<file path="config.mk">
export PLATFORM = sky130hd
export DESIGN_NAME = vlsu_shf_scheduler
export DESIGN_NICKNAME = d
export VERILOG_FILES = /design/src/rtl/vlsu_shf_scheduler.sv
export SDC_FILE = /design/constraint.sdc
export NUM_CORES = 1
export LEC_CHECK = 0
export CAP_MARGIN = 25
export CORE_ASPECT_RATIO = 0.75
export CORE_MARGIN = 1
export CORE_UTILIZATION = 30
export CTS_CLUSTER_DIAMETER = 60
export DETAILED_ROUTE_END_ITERATION = 12
export DONT_BUFFER_PORTS = 1
export GPL_ROUTABILITY_DRIVEN = 0
export REMOVE_ABC_BUFFERS = 1
export SYNTH_ARGS = -nofsm -noshare
export SYNTH_HDL_FRONTEND = slang
export SYNTH_SLANG_ARGS = --single-unit
export TNS_END_PERCENT = 20
</file>
<file path="constraint.sdc">
create_clock -name clk_i -period 13.9 [get_ports clk_i]
set_input_delay 1.39 -clock clk_i [delete_from_list [all_inputs] [get_ports clk_i]]
set_output_delay 1.39 -clock clk_i [all_outputs]
set_load 0.005 [all_outputs]
</file>
<file path="src/rtl/vlsu_shf_scheduler.sv">
// vlsu_shf_scheduler: accepts VLSU load descriptors, computes the per-request
// beat count, issues one meta record per request to the shuffle unit, and
// tracks outstanding requests in order, counting per-lane VRF write acks
// against the head request's beat count before reporting completion.
module vlsu_shf_scheduler #(
    parameter int NrLanes        = 4,
    parameter int DLEN           = 64,
    parameter int VlBits         = 16,
    parameter int ReqIdBits      = 4,
    parameter int MaxOutstanding = 4
) (
    input  logic                 clk_i,
    input  logic                 rst_i,
    // request descriptor from the control machine
    input  logic                 req_valid_i,
    output logic                 req_ready_o,
    input  logic [ReqIdBits-1:0] req_id_i,
    input  logic [VlBits-1:0]    req_vl_i,
    input  logic [VlBits-1:0]    req_vstart_i,
    input  logic [1:0]           req_sew_i,
    input  logic [5:0]           req_vd_i,
    input  logic                 req_vm_i,
    input  logic [1:0]           req_mode_i,
    // meta record to the shuffle unit
    output logic                 meta_valid_o,
    input  logic                 meta_ready_i,
    output logic [ReqIdBits-1:0] meta_id_o,
    output logic [VlBits-1:0]    meta_vstart_o,
    output logic [1:0]           meta_sew_o,
    output logic [5:0]           meta_vd_o,
    output logic                 meta_vm_o,
    output logic [1:0]           meta_mode_o,
    output logic [VlBits-1:0]    meta_cmtcnt_o,
    // per-lane VRF write acknowledgements
    input  logic [NrLanes-1:0]   lane_ack_valid_i,
    output logic [NrLanes-1:0]   lane_ack_ready_o,
    // in-order completion back to the control machine
    output logic                 done_valid_o,
    output logic [ReqIdBits-1:0] done_id_o,
    input  logic                 done_ready_i,
    output logic                 busy_o
);

    // Bytes moved per beat across all lanes; assumed a power of two.
    localparam int BB    = NrLanes * DLEN / 8;
    localparam int BbLog = $clog2(BB);
    localparam int PtrW  = $clog2(MaxOutstanding);
    // Beat counts and lane counters carry one extra bit over vl.
    localparam int BeatW = VlBits + 1;
    // (vl - vstart) << sew needs up to three extra bits.
    localparam int ByteW = VlBits + 3;
    // One more bit so the ceil-rounding add cannot overflow.
    localparam int SumW  = ByteW + 1;

    typedef enum logic [1:0] {
        ST_IDLE,
        ST_CALC,
        ST_ISSUE
    } state_e;

    state_e state_q;

    // Descriptor latched at accept, consumed in CALC.
    logic [ReqIdBits-1:0] lat_id;
    logic [VlBits-1:0]    lat_vl;
    logic [VlBits-1:0]    lat_vstart;
    logic [1:0]           lat_sew;
    logic [5:0]           lat_vd;
    logic                 lat_vm;
    logic [1:0]           lat_mode;

    // Beat computation from the latched descriptor.
    logic [VlBits-1:0] diff_w;
    logic [ByteW-1:0]  bytes_w;
    logic [SumW-1:0]   sum_w;
    logic [BeatW-1:0]  beats_w;

    // Tracker storage and flag+value pointers.
    logic [ReqIdBits-1:0] trk_id_q    [MaxOutstanding];
    logic [BeatW-1:0]     trk_beats_q [MaxOutstanding];
    logic [PtrW:0]        wr_ptr_q;
    logic [PtrW:0]        rd_ptr_q;
    logic                 trk_full;
    logic                 trk_empty;
    logic                 push;
    logic                 pop;
    logic [ReqIdBits-1:0] head_id;
    logic [BeatW-1:0]     head_beats;

    // Per-lane ack counters for the head request.
    logic [BeatW-1:0] cnt_q [NrLanes];
    logic             all_done;

    assign trk_full   = (wr_ptr_q[PtrW-1:0] == rd_ptr_q[PtrW-1:0]) &&
                        (wr_ptr_q[PtrW] != rd_ptr_q[PtrW]);
    assign trk_empty  = (wr_ptr_q == rd_ptr_q);
    assign head_id    = trk_id_q[rd_ptr_q[PtrW-1:0]];
    assign head_beats = trk_beats_q[rd_ptr_q[PtrW-1:0]];

    assign req_ready_o = (state_q == ST_IDLE) && !trk_full;
    assign push        = (state_q == ST_CALC);
    assign pop         = done_valid_o && done_ready_i;

    // Beats = ceil(((vl - vstart) << sew) / BB), zero when vl <= vstart.
    always_comb begin
        // NOTE: every combinational output gets a default first, so no path
        // leaves it unassigned and no latch is inferred.
        diff_w = '0;
        if (lat_vl > lat_vstart) begin
            diff_w = lat_vl - lat_vstart;
        end
        bytes_w = {3'b000, diff_w} << lat_sew;
        sum_w   = {1'b0, bytes_w} + SumW'(BB - 1);
        beats_w = BeatW'(sum_w >> BbLog);
    end

    // Lane ready and head completion are judged against the head entry only.
    always_comb begin
        lane_ack_ready_o = '0;
        all_done         = !trk_empty && !done_valid_o;
        for (int l = 0; l < NrLanes; l++) begin
            lane_ack_ready_o[l] = !trk_empty && (cnt_q[l] < head_beats) && !done_valid_o;
            if (cnt_q[l] != head_beats) begin
                all_done = 1'b0;
            end
        end
    end

    // Issue FSM: accept, compute beats, present the meta record.
    always_ff @(posedge clk_i or posedge rst_i) begin
        if (rst_i) begin
            state_q       <= ST_IDLE;
            lat_id        <= '0;
            lat_vl        <= '0;
            lat_vstart    <= '0;
            lat_sew       <= '0;
            lat_vd        <= '0;
            lat_vm        <= 1'b0;
            lat_mode      <= '0;
            meta_valid_o  <= 1'b0;
            meta_id_o     <= '0;
            meta_vstart_o <= '0;
            meta_sew_o    <= '0;
            meta_vd_o     <= '0;
            meta_vm_o     <= 1'b0;
            meta_mode_o   <= '0;
            meta_cmtcnt_o <= '0;
        end else begin
            // NOTE: sequential state uses non-blocking assignments so every
            // register samples the pre-edge values regardless of order.
            unique case (state_q)
                ST_IDLE: begin
                    if (req_valid_i && req_ready_o) begin
                        lat_id     <= req_id_i;
                        lat_vl     <= req_vl_i;
                        lat_vstart <= req_vstart_i;
                        lat_sew    <= req_sew_i;
                        lat_vd     <= req_vd_i;
                        lat_vm     <= req_vm_i;
                        lat_mode   <= req_mode_i;
                        state_q    <= ST_CALC;
                    end
                end
                ST_CALC: begin
                    meta_id_o     <= lat_id;
                    meta_vstart_o <= lat_vstart;
                    meta_sew_o    <= lat_sew;
                    meta_vd_o     <= lat_vd;
                    meta_vm_o     <= lat_vm;
                    meta_mode_o   <= lat_mode;
                    meta_cmtcnt_o <= VlBits'(beats_w - BeatW'(1));
                    if (beats_w == '0) begin
                        // Zero-length request: tracked for completion only.
                        state_q <= ST_IDLE;
                    end else begin
                        meta_valid_o <= 1'b1;
                        state_q      <= ST_ISSUE;
                    end
                end
                ST_ISSUE: begin
                    if (meta_ready_i) begin
                        meta_valid_o <= 1'b0;
                        state_q      <= ST_IDLE;
                    end
                end
                default: state_q <= ST_IDLE;
            endcase
        end
    end

    // Tracker payload written at the push slot.
    always_ff @(posedge clk_i) begin
        // NOTE: the payload array has no reset; the pointers alone define
        // which entries are valid, so stale contents are never observed.
        if (push) begin
            trk_id_q[wr_ptr_q[PtrW-1:0]]    <= lat_id;
            trk_beats_q[wr_ptr_q[PtrW-1:0]] <= beats_w;
        end
    end

    // Tracker pointers; the extra MSB toggles on each wrap.
    always_ff @(posedge clk_i or posedge rst_i) begin
        if (rst_i) begin
            wr_ptr_q <= '0;
            rd_ptr_q <= '0;
        end else begin
            if (push) begin
                wr_ptr_q <= wr_ptr_q + 1'b1;
            end
            if (pop) begin
                rd_ptr_q <= rd_ptr_q + 1'b1;
            end
        end
    end

    // Lane counters: count accepted acks, clear when the head retires.
    always_ff @(posedge clk_i or posedge rst_i) begin
        if (rst_i) begin
            for (int l = 0; l < NrLanes; l++) begin
                cnt_q[l] <= '0;
            end
        end else if (pop) begin
            for (int l = 0; l < NrLanes; l++) begin
                cnt_q[l] <= '0;
            end
        end else begin
            for (int l = 0; l < NrLanes; l++) begin
                if (lane_ack_valid_i[l] && lane_ack_ready_o[l]) begin
                    cnt_q[l] <= cnt_q[l] + 1'b1;
                end
            end
        end
    end

    // Completion register: raised once all lanes reach the head beat count.
    always_ff @(posedge clk_i or posedge rst_i) begin
        if (rst_i) begin
            done_valid_o <= 1'b0;
            done_id_o    <= '0;
        end else if (pop) begin
            done_valid_o <= 1'b0;
        end else if (all_done) begin
            done_valid_o <= 1'b1;
            done_id_o    <= head_id;
        end
    end

    // Busy flag, registered from the current FSM, tracker and done state.
    always_ff @(posedge clk_i or posedge rst_i) begin
        if (rst_i) begin
            busy_o <= 1'b0;
        end else begin
            busy_o <= (state_q != ST_IDLE) || !trk_empty || done_valid_o;
        end
    end

endmodule

</file>
# After elaboration in Yosys (flattened, before gate mapping)
# Memories as Yosys holds them, arrays and structs flattened. A register that Yosys moved wholly into a read port is not among the register bits.
# Index checks and enable logic that the tools add are counted.
# W data, S select, Z words.
dict set report classes {
  mux 21
  n_mul 0
  n_eq_ne 12
  reduce_logical 35
  n_addsub 9
  div 0
  shift 1
  bitwise_logic 1
  n_lt_le_gt_ge 5
}
# cell n
set op_table {}
lappend op_table {{$add A17 B1 Y17 const B} 4}
lappend op_table {{$lt A17 B17 Y1} 4}
lappend op_table {{$mux W17} 4}
lappend op_table {{$mux W68} 1}
lappend op_table {{$ne A17 B17 Y1} 4}
lappend op_table {{$add A19 B5 Y20 const B} 1}
lappend op_table {{$shl A16 B2 Y19} 1}
lappend op_table {{$logic_and A1 B1 Y1} 17}
lappend op_table {{$logic_not A17 Y1} 1}
lappend op_table {{$gt A16 B16 Y1} 1}
lappend op_table {{$mux W16} 1}
lappend op_table {{$sub A15 B1 Y16 const B} 1}
lappend op_table {{$sub A16 B16 Y16} 1}
lappend op_table {{$reduce_bool A2 Y1} 7}
lappend op_table {{$mux W1} 10}
lappend op_table {{$add A3 B1 Y3 const B} 2}
lappend op_table {{$mux W2} 3}
lappend op_table {{$pmux W2 S3} 1}
lappend op_table {{$reduce_and A2 Y1} 3}
lappend op_table {{$ne A2 B2 Y1 const B} 2}
lappend op_table {{$eq A3 B3 Y1} 1}
lappend op_table {{$logic_not A1 Y1} 3}
lappend op_table {{$reduce_and A3 Y1} 1}
lappend op_table {{$eq A2 B1 Y1 const B} 1}
lappend op_table {{8 further kinds} 9}
dict set report word_totals {
  mem_count 2
  register_bits 173
  latch_bits 0
  mem_bits_ro 0
  out_inout_bits 59
  mem_bits_rw 76
  inputBits 56
}
# name words width read_ports rd_clocked_by_memory_dff write_ports line_no
set memory_table {}
lappend memory_table {trk_beats_q 4 15 1 0 1 80} ;# logic [BeatW-1:0] trk_beats_q [MaxOutstanding];
lappend memory_table {trk_id_q 4 4 1 1 1 79} ;# logic [ReqIdBits-1:0] trk_id_q [MaxOutstanding];

# Logic depth before layout (Yosys ltp)
# Gate-level depths: netlist of run 1.
dict set report logic_depth {
  word_depth 9
  depth_mapped 18
  ltp_nobuf 17
}

# Least setup slack after synthesis of run 1
# Ideal clock, no wire load.
dict set report synth_timing {
  path_type {register to output}
  startpoint {register rd_ptr_q[0]}
  endpoint {output lane_ack_ready_o[2]}
  n_path_buf 2
  t_required_ns 12.510
  slack_ns 8.568
  path_stages_with_launch 15
  arrival_time_ns 3.942
  cell_sequence {dfrtp_1 -> buf_1 -> buf_1 -> mux4_2 -> inv_1 -> ha_1 -> nor2b_1 -> o21a_1 -> o21a_1 -> o21a_1 -> o21a_1 -> o21ai_0 -> a21oi_1 -> o31a_1 -> o21ai_0}
}
dict set report synth_via {
  elab_chain_len 4
  elab_cells_between_ends 6
}
# element line_no
set synth_rtl {}
lappend synth_rtl {{start: declaration} 82} ;# logic [PtrW:0] rd_ptr_q;
lappend synth_rtl {{start signal: assignment} 211} ;# rd_ptr_q <= rd_ptr_q + 1'b1;
lappend synth_rtl {{$mem_v2 Z4 W15 / $eq A3 B3 Y1 (equally long branches)} n/a}
lappend synth_rtl {{$lt A17 B17 Y1 / $logic_not A1 Y1 (equally long branches)} 122} ;# lane_ack_ready_o[l] = !trk_empty && (cnt_q[l] < head_beats) && !done_valid_o;
lappend synth_rtl {{$logic_and A1 B1 Y1 (*) (2 in series)} 122}
lappend synth_rtl {{end: declaration} 36} ;# output logic [NrLanes-1:0] lane_ack_ready_o,
# Mark *: on every way between the ends. The rest lies on a longest branch, timed or not.

# Worst setup path in the final report of run 1
dict set report layout_timing {
  startpoint {register rd_ptr_q[0]}
  endpoint {output lane_ack_ready_o[0]}
}
# Same word-level chain as after synthesis.

==> Implementation_results.wiki, run 1 <==
{| class="wikitable"
! Metric !! Value
|-
| Outcome || complete, no violations
|-
| Signed area change from the synthesized netlist to the final layout || 12.16%
|-
| Total number of clock tree sinks || 253
|-
| Number of enable-type register cells in the synthesized netlist || 76
|-
| Peak clock frequency supported by timing || 0.1910 GHz
|-
| Htree depth || 1
|-
| Final Slew Violations || 0
|-
| Most used flip-flop cell after synthesis || dfrtp_1
|-
| Die span in x || 252.0 µm
|-
| Yosys top cell by area || dfrtp_1
|-
| # diodes || 0
|-
| Number of distinct library cells after synthesis || 92
|-
| Worst-Margin Slew || 1.037 ns
|-
| Maximum fanout along the worst path || 18
|-
| Detailed-routed wire length on met2 || 15520 µm
|-
| Mean instance size in the synthesized netlist || 10.02 µm²
|-
| Sum of negative setup slack || 0 ns
|-
| Placed inst area || 14690 µm²
|-
| Nets || 1527
|-
| Worst Setup Path Type || register to output pin
|-
| Critical Path End Type || output pin
|-
| Clock insertion delay at the later pin of the skew report || 0.58 ns
|-
| CTS-repair resized insts || 0
|-
| Switching component of the power || 1.966 mW
|-
| Effective utilization at floorplan || 30.49%
|-
| Site Rows || 68
|-
| Proportion of synthesized flip-flops having asynchronous set or reset || 69.96%
|-
| Worst hold path class || register to register
|-
| Power share of the clock group || 18.2%
|-
| Endpoint of the worst setup timing path || lane_ack_ready_o[0]
|-
| Final hold viol count || 0
|-
| Global route overflow || 0
|-
| Start of the worst register-to-register path || lat_vstart[0]$_DFFE_PP0P_
|-
| Buffers on Ports || 0
|-
| Antenna Nets Post-Route || 0
|-
| Smallest hold slack || 0.4700 ns
|-
| Startpoint class of the critical path || register
|-
| Setup slack of the most critical reg-to-reg path || 8.95 ns
|-
| LEAKAGE || 6.689 nW
|-
| First-pass GRT wire length || 58110 µm
|-
| Cell Int Power || 2.382 mW
|-
| Layout cells sized above 1 || 8.316%
|-
| Sequential group share of total power || 28.9%
|-
| Number of buffers added to fix hold violations after cts || 0
|-
| Count of filler cells inserted in the layout || 4723
|-
| Register area share after synthesis || 47.74%
|-
| DR vias || 10547
|-
| Die Height || 189.5 µm
|-
| HPWL after DPL || 24980 µm
|-
| Sequential cell area || 6711 µm²
|-
| Most frequent cell after synthesis || nand2_1
|-
| Largest net degree at the start of global routing || 121
|-
| Sw frac || 45.22%
|-
| Number of failing setup endpoints in the final timing report || 0
|-
| Area occupied by multi-input gates || 6865 µm²
|-
| Max rail drop VDD || 0.1291 mV
|-
| Post-synth top area share || 31.50%
|-
| Via count of the first global-routing pass || 10446
|-
| Area of the placeable core || 46110 µm²
|-
| Max Buffers Root-to-Sink || 3
|-
| Ports placed on the boundary || 115
|-
| Sum of met3 wire segment lengths after detailed routing || 2582 µm
|-
| Setup repair after global routing missed its margin || no
|-
| Wire length after detailed routing || 35550 µm
|-
| Cells taking the most area after synthesis || dfrtp_1 (32%), edfxtp_1 (16%), ha_1 (7.7%), nand2_1 (6.8%), mux4_2 (3.0%)
|-
| Hold depth || 2
|-
| Number of vias per cell after detailed routing || 5.178
|-
| Post-synthesis cell area || 14060 µm²
|-
| Final core occ || 34.20%
|-
| Endpoint of the worst-slack reg-to-reg timing path || state_q[1]$_DFFE_PP0P_
|-
| Share of the cycle needed by the critical path after routing || 37.66%
|-
| Critical Path RT || 12.51 ns
|-
| Uppermost signal routing layer after detailed routing || met4
|-
| Wire length on met1 || 16690 µm
|-
| Fraction of power consumed by combinational cells || 52.9%
|-
| Count of max-cap constraint violations || 0
|-
| Clock tree root driver cell || clkbuf_16
|-
| Iteration-0 DRC Markers || 911
|-
| Post-CTS repair timing setup buffer count || 0
|-
| Clock transition at the registers of the reported paths || 0.06 ns
|-
| Total of flip-flops plus latches after synthesis || 253
|-
| Maximum clock skew at final layout || 0.02362 ns
|-
| Number of antenna violations at the first check in global routing || 0
|-
| Yosys warnings || 0
|-
| Post-route minimum period || 5.235 ns
|-
| Layout Cell Area excl Fill || 15770 µm²
|-
| Post-synthesis instance total || 1403
|-
| Cell depth of the worst flop-to-flop path || 15
|-
| Per-cell routed wire length || 17.45 µm
|-
| Power Density || 275.7 nW/µm²
|-
| TritonCTS clock tree || yes
|-
| Startpoint of the worst setup timing path || rd_ptr_q[0]$_DFFE_PP0P_
|-
| Total CTS buffers || 29
|-
| WP data arrival || 3.85 ns
|-
| Max-slew headroom at the worst pin || 30.54%
|-
| Post-detailed-route DRC marker count || 0
|-
| Power consumption || 4.348 mW
|-
| Detailed-routing iteration count for the pre-antenna-repair pass || 4
|-
| Area enclosed by the die boundary || 47740 µm²
|-
| Overall track demand over capacity in global routing || 15.08%
|-
| List of most frequent post-synthesis cells || nand2_1 (254), dfrtp_1 (177), ha_1 (86), o21ai_0 (82), edfxtp_1 (76)
|}
[how the worst min path moves through the flow]
| stage | startpoint | end | slack (ns) |
|---|---|---|---|
| finish | lat_vd[1]$_DFFE_PP0P_ | meta_vd_o[1]$_DFFE_PP0P_ | 0.47 |
| global route | lat_vm$_DFFE_PP0P_ | meta_vm_o$_DFFE_PP0P_ | 0.50 |
| CTS | lat_vm$_DFFE_PP0P_ | meta_vm_o$_DFFE_PP0P_ | 0.47 |
| detailed placement | lat_vd[3]$_DFFE_PP0P_ | lat_vd[3]$_DFFE_PP0P_ | 0.46 |
| global placement | lat_vd[0]$_DFFE_PP0P_ | meta_vd_o[0]$_DFFE_PP0P_ | 0.44 |
| floorplan | lat_mode[0]$_DFFE_PP0P_ | meta_mode_o[0]$_DFFE_PP0P_ | 0.44 |
[metal layers]
metal	track usage, %	up-vias
met5	0	-
met4	3.497	0
met3	3.684	45
met2	23.02	306
met1	21.38	5133
li1	-	5063
[logic make-up (layout without fill, tap and decap cells)]
kind of cell / after synthesis / after routing / synth area share, %
and+or+nand+nor: 555 / 555 / 19.02
AOI/OAI and AO/OA: 293 / 293 / 14.19
DFF: 253 / 253 / 47.74
buffers and inverters: 123 / 127 / 3.480
adders and majority gates: 87 / 87 / 7.796
xor gates and xnor gates: 58 / 58 / 3.613
muxes: 34 / 34 / 4.165
[per-stage QoR]
| step | cells | setup WS (ns) |
|---|---|---|
| 2_1_floorplan | 1339 | 7.708 |
| 3_3_place_gp | 1978 | 9.150 |
| 3_5_place_dp | 1979 | 9.057 |
| 4_1_cts | 2033 | 8.592 |
| 5_1_grt | 2037 | 8.450 |
| 6_report | 2037 | 8.665 |
[registers in the layout, summed over array words and instances, names as in the netlist, 3 cells and up]
register	flops
cnt_q	68
trk_beats_q	60
lat_vl	16
lat_vstart	16
meta_cmtcnt_o	16
meta_vstart_o	16
trk_id_q	16
lat_vd	6
meta_vd_o	6
done_id_o	4
lat_id	4
meta_id_o	4
rd_ptr_q	3
wr_ptr_q	3
[power groups by stage]
stage / Clock, mW / Sequential (mW) / Combinational (mW)
global route: 0.835 / 1.29 / 2.58
floorplan: 0 / 1.19 / 1.73
CTS: 0.808 / 1.26 / 2.29
detailed placement: 0 / 1.27 / 2.28
finish: 0.791 / 1.25 / 2.30
global placement: 0 / 1.26 / 2.23
[layout by cell type, fill, tap and decap left out, types with 8 or more instances in the layout]
cell	netlist	layout
nand2_1	254	254
dfrtp_1	177	177
ha_1	86	86
o21ai_0	82	82
edfxtp_1	76	76
nor2_1	74	74
inv_1	56	54
a21oi_1	47	47
nand3_1	44	44
xnor2_1	31	31
nand4_1	29	29
clkbuf_16	0	29
xor2_1	27	27
nor3_1	26	26
o21a_1	23	23
and3_1	20	20
mux4_2	19	19
and2_1	18	17
or3_1	16	16
or4_1	14	14
o31ai_1	13	13
a21o_1	12	12
o211ai_1	11	11
a211oi_1	11	11
nor4_1	10	10
a31oi_1	10	10
nor2b_1	10	9
mux2i_1	9	9
buf_4	0	9
nand2b_1	9	8
[layout make-up]
type | instances | share of cell area, %
Multi-Input combinational cell | 1027 | 43.54
Clock inverter | 18 | 1.396
Timing Repair Buffer | 14 | 1.222
Clock buffer | 36 | 4.832
Tap cell | 630 | 4.999
Sequential cell | 253 | 42.56
Inverter | 59 | 1.452
[worst max-delay path: stages (launching register included)]
cell and delay (ns):
dfrtp_1 0.50, buf_4 0.39, mux4_2 0.55, inv_1 0.24, ha_1 0.30, a2111oi_0 0.43, nand2_1 0.13, a211o_1 0.34
o22ai_1 0.14, a21o_1 0.25
No activity file was read; power rests on OpenSTA's default activity.
==> inputs of run 2 (changes only) <==
==> constraint.sdc (replaced) <==
create_clock -name clk_i -period 4.4 [get_ports clk_i]
set_input_delay 0.44 -clock clk_i [delete_from_list [all_inputs] [get_ports clk_i]]
set_output_delay 0.44 -clock clk_i [all_outputs]
set_load 0.005 [all_outputs]
==> run 2 against run 1 <==
Against the previous run:
- design area grew 4.7%
- via count grew 2.6%
- critical path depth grew 5
- clock skew shrank 0.013 ns
- global-route usage grew 0.17 points
- register-to-register slack lost 8.8 ns
- worst hold slack lost 0.43 ns
- clock power grew to 2.9 times the previous value
- sequential cell count is the same
- highest routed layer unchanged
- sequential power grew to 3.1 times the previous value
- critical path type is now register to register
==> Implementation_results.wiki, run 2 (same netlist as run 1, synthesis figures left out) <==
{| class="wikitable"
! Metric !! Value
|-
| Hold depth || 2
|-
| Biggest register || cnt_q
|-
| HPWL after DPL || 25830 µm
|-
| Leading cell type in the layout, fill and taps excluded || nand2_1
|-
| Most repeated library cell on the critical path || or3_4
|-
| LEAKAGE || 7.032 nW
|-
| Placed inst area || 14950 µm²
|-
| Peak clock frequency supported by timing || 0.2357 GHz
|-
| Largest net degree at the start of global routing || 117
|-
| Count of filler cells inserted in the layout || 4658
|-
| Final hold viol count || 0
|-
| Maximum clock skew at final layout || 0.01058 ns
|-
| Iteration-0 DRC Markers || 759
|-
| Cell depth of the worst flop-to-flop path || 14
|-
| Outcome || complete, no violations
|-
| Ports placed on the boundary || 115
|-
| Detailed-routing iteration count for the pre-antenna-repair pass || 5
|-
| Max-slew headroom at the worst pin || 37.66%
|-
| Max Buffers Root-to-Sink || 3
|-
| Startpoint class of the critical path || register
|-
| Signed area change from the synthesized netlist to the final layout || 17.46%
|-
| Antenna Nets Post-Route || 0
|-
| Post-route minimum period || 4.243 ns
|-
| Clock tree root driver cell || clkbuf_16
|-
| Setup repair after global routing missed its margin || yes
|-
| Post-detailed-route DRC marker count || 0
|-
| Number of vias per cell after detailed routing || 5.105
|-
| WP data arrival || 4.71 ns
|-
| Wire length after detailed routing || 36300 µm
|-
| Number of failing setup endpoints in the final timing report || 0
|-
| DR vias || 10818
|-
| Count of max-cap constraint violations || 0
|-
| TritonCTS clock tree || yes
|-
| Die span in x || 252.0 µm
|-
| Power Density || 865.0 nW/µm²
|-
| Number of antenna violations at the first check in global routing || 0
|-
| Crit-path cells || ha_1 > fa_2 > nand2b_4 > a21oi_4 > a2111oi_0 > or3_4 > a211o_4 > nor3_4 > nand3_2 > or3_4 > o31a_1 > a31o_4 > or4_1 > a31oi_2
|-
| Per-cell routed wire length || 17.13 µm
|-
| Via count of the first global-routing pass || 10704
|-
| Smallest hold slack || 0.03750 ns
|-
| Global route overflow || 0
|-
| Final Slew Violations || 0
|-
| Sum of negative setup slack || 0 ns
|-
| Share of the cycle needed by the critical path after routing || 96.42%
|-
| Top library cells by usage in the layout, fill and taps aside || nand2_1 (254), dfrtp_1 (177), ha_1 (84)
|-
| Layout cells sized above 1 || 11.82%
|-
| Area enclosed by the die boundary || 47740 µm²
|-
| Htree depth || 1
|-
| Cell count along the critical path || 14
|-
| Clock insertion delay at the later pin of the skew report || 0.55 ns
|-
| Nets || 1609
|-
| Worst Setup Path Type || register to register
|-
| Area of the placeable core || 46110 µm²
|-
| Layout Cell Area excl Fill || 16510 µm²
|-
| Critical Path End Type || register
|-
| Overall track demand over capacity in global routing || 15.24%
|-
| # diodes || 0
|-
| Final worst slack || 0.1574 ns
|-
| Pre-CTS setup slack || 0.02811 ns
|-
| Maximum fanout along the worst path || 8
|-
| Largest register FFs || 68
|-
| Effective utilization at floorplan || 30.49%
|-
| Gate family responsible for the most delay along the worst path || simple AND/OR/NAND/NOR gates
|-
| Max rail drop VDD || 0.4469 mV
|-
| Buffers on Ports || 0
|-
| First-pass GRT wire length || 59060 µm
|-
| Total number of clock tree sinks || 253
|-
| Biggest cell delay along the critical path || 0.52 ns
|-
| Worst-Margin Slew || 0.9351 ns
|-
| WP buf/inv || 0
|-
| Final core occ || 35.81%
|-
| Die Height || 189.5 µm
|-
| Total CTS buffers || 29
|-
| Worst hold path class || primary input to register
|-
| Cell with the largest stage delay on the worst path || or4_1
|-
| Clock transition at the registers of the reported paths || 0.07 ns
|-
| Critical Path RT || 4.87 ns
|-
| Site Rows || 68
|}
[run 2: repair_timing]
action	in CTS	in global routing
setup buffers	0	2
pin swaps	0	5
hold buffers	45	0
gates resized for setup	2	30
setup endpoints to repair	1	11
endpoints found under the hold margin	158	0
[run 2: layout make-up]
class,instances,area [µm²],share of cell area [%]
flip-flops and latches,253,6711,40.64
clock buffers,40,797.0,4.826
repair buffers,96,883.3,5.349
inverters,59,230.2,1.394
multi-input cells,1027,7000,42.39
well taps,630,788.3,4.773
clock inverters,14,103.9,0.6288
[run 2: final timing paths]
path / start / to / slack [ns]
setup reg to reg: lat_vstart[0]$_DFFE_PP0P_ / meta_cmtcnt_o[14]$_DFFE_PP0P_ / 0.16
hold reg to reg: lat_vd[3]$_DFFE_PP0P_ / meta_vd_o[3]$_DFFE_PP0P_ / 0.47
hold / removal: req_vl_i[0] / lat_vl[0]$_DFFE_PP0P_ / 0.04
max in group asynchronous: rst_i / meta_cmtcnt_o[8]$_DFFE_PP0P_ / 2.78
min in group asynchronous: rst_i / cnt_q[62]$_DFFE_PP0P_ / 0.52
setup / recovery: lat_vstart[0]$_DFFE_PP0P_ / meta_cmtcnt_o[14]$_DFFE_PP0P_ / 0.16
[run 2: stage by stage]
step           total power, mW  instances
2_1_floorplan            9.239       1339
3_5_place_dp             11.59       2014
6_report                 14.28       2119
3_3_place_gp             11.44       2013
4_1_cts                  13.98       2113
5_1_grt                  15.40       2119
[run 2: routing by layer]
layer  wire length [µm]  vias to the layer above  GRT usage (%)
met5                  0                        -              0
met4                690                        0          3.193
met3               2343                       47          3.519
met2              15880                      294          23.72
met1              17390                     5259          21.51
li1                   -                     5218              -
[run 2: where the power goes]
group / internal [mW] / switching, mW / total, mW
Combinational: 3.23 / 4.88 / 8.11
Clock: 1.32 / 0.953 / 2.28
Sequential: 3.35 / 0.546 / 3.90
Total: 7.90 / 6.38 / 14.3
